--- src/rtl/core_ctrl_pkg.sv ---
// Shared encodings for the multicycle RV32I control path: FSM states, opcodes,
// and the datapath select / ALU-op codes consumed by the ALU decoder.
package core_ctrl_pkg;

    typedef enum logic [3:0] {
        S_FETCH,
        S_DECODE,
        S_MEMADR,
        S_MEMREAD,
        S_MEMWB,
        S_MEMWRITE,
        S_EXECR,
        S_EXECI,
        S_LUI,
        S_JAL,
        S_ALUWB,
        S_BRANCH,
        S_FAULT
    } ctrl_state_t;

    localparam logic [6:0] OP_LOAD   = 7'b0000011;
    localparam logic [6:0] OP_STORE  = 7'b0100011;
    localparam logic [6:0] OP_R      = 7'b0110011;
    localparam logic [6:0] OP_I      = 7'b0010011;
    localparam logic [6:0] OP_BRANCH = 7'b1100011;
    localparam logic [6:0] OP_JAL    = 7'b1101111;
    localparam logic [6:0] OP_LUI    = 7'b0110111;

    typedef enum logic [1:0] {
        ALU_ADD    = 2'b00,
        ALU_SUB    = 2'b01,
        ALU_FUNCT  = 2'b10,
        ALU_PASS_B = 2'b11
    } alu_op_t;

    typedef enum logic [2:0] {
        IMM_I = 3'b000,
        IMM_S = 3'b001,
        IMM_B = 3'b010,
        IMM_J = 3'b011,
        IMM_U = 3'b100
    } imm_src_t;

    localparam logic [1:0] RES_ALUOUT    = 2'b00;
    localparam logic [1:0] RES_DATA      = 2'b01;
    localparam logic [1:0] RES_ALURESULT = 2'b10;

    localparam logic [1:0] SRCA_PC    = 2'b00;
    localparam logic [1:0] SRCA_OLDPC = 2'b01;
    localparam logic [1:0] SRCA_RD1   = 2'b10;

    localparam logic [1:0] SRCB_RD2  = 2'b00;
    localparam logic [1:0] SRCB_IMM  = 2'b01;
    localparam logic [1:0] SRCB_FOUR = 2'b10;

    // States that hold a memory request open and may stall on mem_ready_i.
    function automatic logic is_mem_wait_state(input ctrl_state_t s);
        return (s == S_FETCH) || (s == S_MEMREAD) || (s == S_MEMWRITE);
    endfunction

endpackage

--- src/rtl/mem_wait_timer.sv ---
// Counts consecutive stalled cycles of one memory request; hit_o flags the
// cycle in which the count would reach LIMIT.
module mem_wait_timer #(
    parameter int LIMIT = 255
) (
    input  logic clk_i,
    input  logic rst_ni,
    input  logic clear_i,
    input  logic en_i,
    output logic hit_o
);

    localparam int W = $clog2(LIMIT + 1);
    localparam logic [W-1:0] LAST = W'(LIMIT - 1);

    logic [W-1:0] cnt_q;

    always_ff @(posedge clk_i or negedge rst_ni) begin
        if (!rst_ni) begin
            cnt_q <= '0;
        end else if (clear_i) begin
            cnt_q <= '0;
        end else if (en_i) begin
            cnt_q <= cnt_q + W'(1);
        end
    end

    // The stall in progress is the LIMIT-th one; the owner leaves the state
    // on this hit, which clears the counter before it can overflow.
    assign hit_o = en_i && (cnt_q == LAST);

endmodule

--- src/rtl/multicycle_controller.sv ---
// Main control FSM of the multicycle RV32I core: sequences fetch, decode,
// execute, memory and writeback, and drives datapath selects and strobes.
module multicycle_controller
    import core_ctrl_pkg::*;
#(
    parameter int TIMEOUT_CYCLES = 255
) (
    input  logic        clk_i,
    input  logic        rst_ni,
    input  logic [6:0]  op_i,
    input  logic [2:0]  funct3_i,
    input  logic        zero_i,
    input  logic        mem_ready_i,
    output logic        mem_valid_o,
    output logic        mem_write_o,
    output logic        adr_src_o,
    output logic        ir_write_o,
    output logic        pc_write_o,
    output logic        reg_write_o,
    output logic [1:0]  result_src_o,
    output logic [1:0]  alu_src_a_o,
    output logic [1:0]  alu_src_b_o,
    output alu_op_t     alu_op_o,
    output imm_src_t    imm_src_o,
    output logic        retire_o,
    output logic        illegal_o,
    output logic        bus_error_o,
    output ctrl_state_t state_o
);

    ctrl_state_t state_q, state_d;
    logic        bus_error_q;
    logic        timer_hit;
    logic        timer_clear;
    logic        timer_en;

    logic mem_valid, mem_write, ir_write, pc_write, reg_write, retire, illegal;

    logic unused_funct3;
    assign unused_funct3 = ^funct3_i[2:1];

    always_ff @(posedge clk_i or negedge rst_ni) begin
        if (!rst_ni) begin
            state_q     <= S_FETCH;
            bus_error_q <= 1'b0;
        end else begin
            state_q <= state_d;
            if (state_d == S_FAULT) begin
                bus_error_q <= 1'b1;
            end
        end
    end

    always_comb begin
        state_d      = state_q;
        mem_valid    = 1'b0;
        mem_write    = 1'b0;
        adr_src_o    = 1'b0;
        ir_write     = 1'b0;
        pc_write     = 1'b0;
        reg_write    = 1'b0;
        retire       = 1'b0;
        illegal      = 1'b0;
        result_src_o = RES_ALUOUT;
        alu_src_a_o  = SRCA_PC;
        alu_src_b_o  = SRCB_RD2;
        alu_op_o     = ALU_ADD;

        case (state_q)
            S_FETCH: begin
                mem_valid    = 1'b1;
                alu_src_b_o  = SRCB_FOUR;
                result_src_o = RES_ALURESULT;
                if (mem_ready_i) begin
                    ir_write = 1'b1;
                    pc_write = 1'b1;
                    state_d  = S_DECODE;
                end else if (timer_hit) begin
                    state_d = S_FAULT;
                end
            end
            S_DECODE: begin
                alu_src_a_o = SRCA_OLDPC;
                alu_src_b_o = SRCB_IMM;
                case (op_i)
                    OP_LOAD, OP_STORE: state_d = S_MEMADR;
                    OP_R:              state_d = S_EXECR;
                    OP_I:              state_d = S_EXECI;
                    OP_BRANCH:         state_d = S_BRANCH;
                    OP_JAL:            state_d = S_JAL;
                    OP_LUI:            state_d = S_LUI;
                    default: begin
                        illegal = 1'b1;
                        state_d = S_FETCH;
                    end
                endcase
            end
            S_MEMADR: begin
                alu_src_a_o = SRCA_RD1;
                alu_src_b_o = SRCB_IMM;
                state_d     = op_i[5] ? S_MEMWRITE : S_MEMREAD;
            end
            S_MEMREAD: begin
                mem_valid = 1'b1;
                adr_src_o = 1'b1;
                if (mem_ready_i) begin
                    state_d = S_MEMWB;
                end else if (timer_hit) begin
                    state_d = S_FAULT;
                end
            end
            S_MEMWB: begin
                result_src_o = RES_DATA;
                reg_write    = 1'b1;
                retire       = 1'b1;
                state_d      = S_FETCH;
            end
            S_MEMWRITE: begin
                mem_valid = 1'b1;
                mem_write = 1'b1;
                adr_src_o = 1'b1;
                if (mem_ready_i) begin
                    retire  = 1'b1;
                    state_d = S_FETCH;
                end else if (timer_hit) begin
                    state_d = S_FAULT;
                end
            end
            S_EXECR: begin
                alu_src_a_o = SRCA_RD1;
                alu_src_b_o = SRCB_RD2;
                alu_op_o    = ALU_FUNCT;
                state_d     = S_ALUWB;
            end
            S_EXECI: begin
                alu_src_a_o = SRCA_RD1;
                alu_src_b_o = SRCB_IMM;
                alu_op_o    = ALU_FUNCT;
                state_d     = S_ALUWB;
            end
            S_LUI: begin
                alu_src_b_o = SRCB_IMM;
                alu_op_o    = ALU_PASS_B;
                state_d     = S_ALUWB;
            end
            S_JAL: begin
                alu_src_a_o = SRCA_OLDPC;
                alu_src_b_o = SRCB_FOUR;
                pc_write    = 1'b1;
                state_d     = S_ALUWB;
            end
            S_ALUWB: begin
                reg_write = 1'b1;
                retire    = 1'b1;
                state_d   = S_FETCH;
            end
            S_BRANCH: begin
                alu_src_a_o = SRCA_RD1;
                alu_src_b_o = SRCB_RD2;
                alu_op_o    = ALU_SUB;
                retire      = 1'b1;
                // funct3[0] flips the sense of zero: beq takes on equal, bne on unequal.
                pc_write    = zero_i ^ funct3_i[0];
                state_d     = S_FETCH;
            end
            S_FAULT: begin
                state_d = S_FAULT;
            end
            default: begin
                state_d = S_FAULT;
            end
        endcase
    end

    always_comb begin
        case (op_i)
            OP_STORE:  imm_src_o = IMM_S;
            OP_BRANCH: imm_src_o = IMM_B;
            OP_JAL:    imm_src_o = IMM_J;
            OP_LUI:    imm_src_o = IMM_U;
            default:   imm_src_o = IMM_I;
        endcase
    end

    assign timer_en    = is_mem_wait_state(state_q) && !mem_ready_i;
    assign timer_clear = mem_ready_i || (state_d != state_q);

    mem_wait_timer #(
        .LIMIT (TIMEOUT_CYCLES)
    ) u_mem_wait_timer (
        .clk_i   (clk_i),
        .rst_ni  (rst_ni),
        .clear_i (timer_clear),
        .en_i    (timer_en),
        .hit_o   (timer_hit)
    );

    // Reset state is FETCH, so strobes are masked while reset is held.
    assign mem_valid_o = mem_valid & rst_ni;
    assign mem_write_o = mem_write & rst_ni;
    assign ir_write_o  = ir_write  & rst_ni;
    assign pc_write_o  = pc_write  & rst_ni;
    assign reg_write_o = reg_write & rst_ni;
    assign retire_o    = retire    & rst_ni;
    assign illegal_o   = illegal   & rst_ni;
    assign bus_error_o = bus_error_q;
    assign state_o     = state_q;

endmodule

--- config.mk ---
export PLATFORM = sky130hd
export DESIGN_NAME = multicycle_controller
export DESIGN_NICKNAME = d
export VERILOG_FILES = /design/src/rtl/core_ctrl_pkg.sv /design/src/rtl/mem_wait_timer.sv /design/src/rtl/multicycle_controller.sv
export SDC_FILE = /design/constraint.sdc
export NUM_CORES = 1
export LEC_CHECK = 0
export BUFFER_PORTS_ARGS = -buffer_cell sky130_fd_sc_hd__buf_2
export CORE_UTILIZATION = 51
export DETAILED_ROUTE_END_ITERATION = 10
export PLACE_DENSITY_LB_ADDON = 0.3
export SKIP_CTS_REPAIR_TIMING = 1
export SLEW_MARGIN = 30
export SYNTH_ARGS = -nofsm -noshare
export SYNTH_HDL_FRONTEND = slang
export SYNTH_SLANG_ARGS = --single-unit
--- constraint.sdc ---
create_clock -name clk_i -period 2.3 [get_ports clk_i]
set_input_delay 0.345 -clock clk_i [delete_from_list [all_inputs] [get_ports clk_i]]
set_output_delay 0.345 -clock clk_i [all_outputs]
set_load 0.005 [all_outputs]
==> flow_summary.yaml <==
clock_tree:
  cts.sinks: 13
  cts_tree: "yes"
  htree_num_levels: 1
  cts_buffer_depth: 2
  cts_root_buf: "clkbuf_4"
  clk_pin_slew_ns: 0.08
  worstSkewPairLatency_ns: 0.28
  cts_buffers: 3
sta:
  tightest_slew_ns: 0.400
  layout_min_cycle_time_ns: 2.11
  fin_crit_sh_pct: 91.8
  final-max-slew-violation-count: 0
  setup_viol: 0
  max_freq_ghz: 0.474
  final_hold_viol_count: 13
  clock_skew_ns: 0.000229
  holdWs_ns: -0.00431
  tns_ns: 0
  rsz0062_at_grt: "false"
  relSlewSlack_pct: 73.1
die:
  dieArea_um2: 2700
  std_cell_rows: 17
  boundaryPins: 38
  core_area_um2: 2280
  start_util_pct: 55.9
  die_x_um: 51.9
  die_height_um: 51.9
place:
  io_buffers: 35
  place_inst: 217
  hpwl_um: 2500
  gp_congestion: 0.886
global_routing:
  grtUsageMet3_pct: 1.75
  track_usage_pct: 25.6
  overflow: 0
  grt_pass1_vias: 1167
  grt_max_degree: 22
  grt_pass1_wl_um: 5220
  busiest_layer: "met2"
  grt_util_met2_pct: 42.1
  antenna_found_initial: 0
  met1_usage_pct: 35.9
yosys:
  synth_flop_cell: "dfrtp_1"
  syn_avg_cell_area_um2: 8.10
  synthesis.area_um2: 1270
  synth_edf_count: 0
  yosysUniqueCellTypes: 47
  syn_inst: 157
  seq_area_frac_synth_pct: 25.6
  syn-num-nets: 173
  synth_seq_cells: 13
  async_flop_share_pct: 100
  ys_warn_count: 0
worst_setup_path:
  worst-path-max-fanout: 8
  critical_path.max_stage_delay_ns: 0.56
  criticalPathCategory: "register to register"
  setup.worst_path.end_class: "register"
  slowest_stage: "or4b_4"
  path_cells: "or4b_4 -> nor4b_4 -> o2bb2ai_2 -> o221ai_4 -> a2111oi_4"
  cp_top_family: "simple AND/OR/NAND/NOR gates"
  arrival_ns: 2.29
  path_buf_inv: 0
  start_kind: "register"
  rrSetupSlack_ns: 0.19
  worstPathRequired_ns: 2.48
detailed_routing:
  viasPerCell: 6.15
  firstDrtPassIters: 4
  first_iter_violations: 59
  wire_per_inst_um: 15.0
  ant_nets: 0
  vias: 1360
  remaining_drc_errors: 0
  wl_um: 3320
min_path:
  holdCritPathClass: "input pin to asynchronous set/reset pin"
final_layout:
  drive_above_1_share_pct: 28.5
  fin_nets: 210
  final_cells: 221
  syn_to_final_growth_pct: 19.8
  diodes: 0
outcome:
  status: "finished with violations"
  failed_checks: "hold timing"
pwr:
  power_density_nw_per_um2: 1030
  p_leak_nw: 0.669
  peakVddDrop_mv: 0.809
run:
  cap_violations: 0
[registers in the layout, indices dropped and copies added, names as in the netlist]
register                cells
u_mem_wait_timer.cnt_q      8
bus_error_o                 1
state_o                     4
[placed cells by master, fill, tap and decap left out, drive strengths merged, types with 6 or more instances in the layout]
cell	instances
a21oi	7
nor2	15
nor3	15
dfrtp	13
o21ai	6
nand3	8
nand2	8
buf	43
inv	7
xnor2	9
[metal layers]
metal	share of wire, %	wire [um]
met1	43	1440
met2	48	1610
met3	7.4	245
met4	0.84	28
met5	0	0
[worst paths after layout]
| kind | from | end | cells after the start |
|---|---|---|---|
| max reg2reg | state_o[3] | u_mem_wait_timer.cnt_q[1] | 5 |
| min | rst_ni | u_mem_wait_timer.cnt_q[5] | 2 |
| max in group asynchronous | rst_ni | state_o[2] | 2 |
| min reg2reg | bus_error_o | bus_error_o | 1 |
| min in group clk_i | bus_error_o | bus_error_o | 1 |
| max | state_o[3] | u_mem_wait_timer.cnt_q[1] | 5 |
[kinds of logic (layout without fill, tap and decap cells)]
logic type      Yosys count  after routing  synth area share [%]
compound gates           37             37                  23.6
buf+inv                  18             54                  6.10
simple gates             73             73                  33.0
mux                       1              1                 0.787
fa+ha+maj                 2              2                  1.97
flops                    13             13                  25.6
xor+xnor                 13             13                  8.96
[area by class of cell]
class                           instances  area [um2]
Multi-Input combinational cell        126         875
Fill cell                             192         753
Sequential cell                        13         325
Timing Repair Buffer                   43         235
Tap cell                               28        35.0
Clock buffer                            4        26.3
Inverter                                7        26.3
[cell usage after synthesis, types with 6 or more instances]
master     n  share of area (%)
nor3_1    15                5.9
nand3_1    7                2.8
xnor2_1    9                6.2
a21oi_1    7                2.8
dfrtp_1   13                 26
nand2_1    8                2.4
inv_1      7                2.1
clkbuf_1   8                2.4
nor2_1    15                4.4
o21ai_0    6                2.4
[power breakdown]
group | leakage, nW | internal, mW | switching [mW]
clock network | 0.0150 | 0.0674 | 0.0761
logic | 0.482 | 0.455 | 0.662
registers | 0.172 | 0.271 | 0.0320
[per-stage QoR]
step                      setup WS (ns)  util, %  power (mW)  cell area [um2]
final                             0.189     66.9        1.56             1520
after global routing             0.0638     66.9        1.68             1520
after CTS                         0.168     66.6        1.55             1520
after detailed placement          0.151     65.5        1.40             1490
after global placement            0.255     65.5        1.37             1490
after floorplan                   0.240        -        1.06             1270
(Power assumes the default switching activity.)
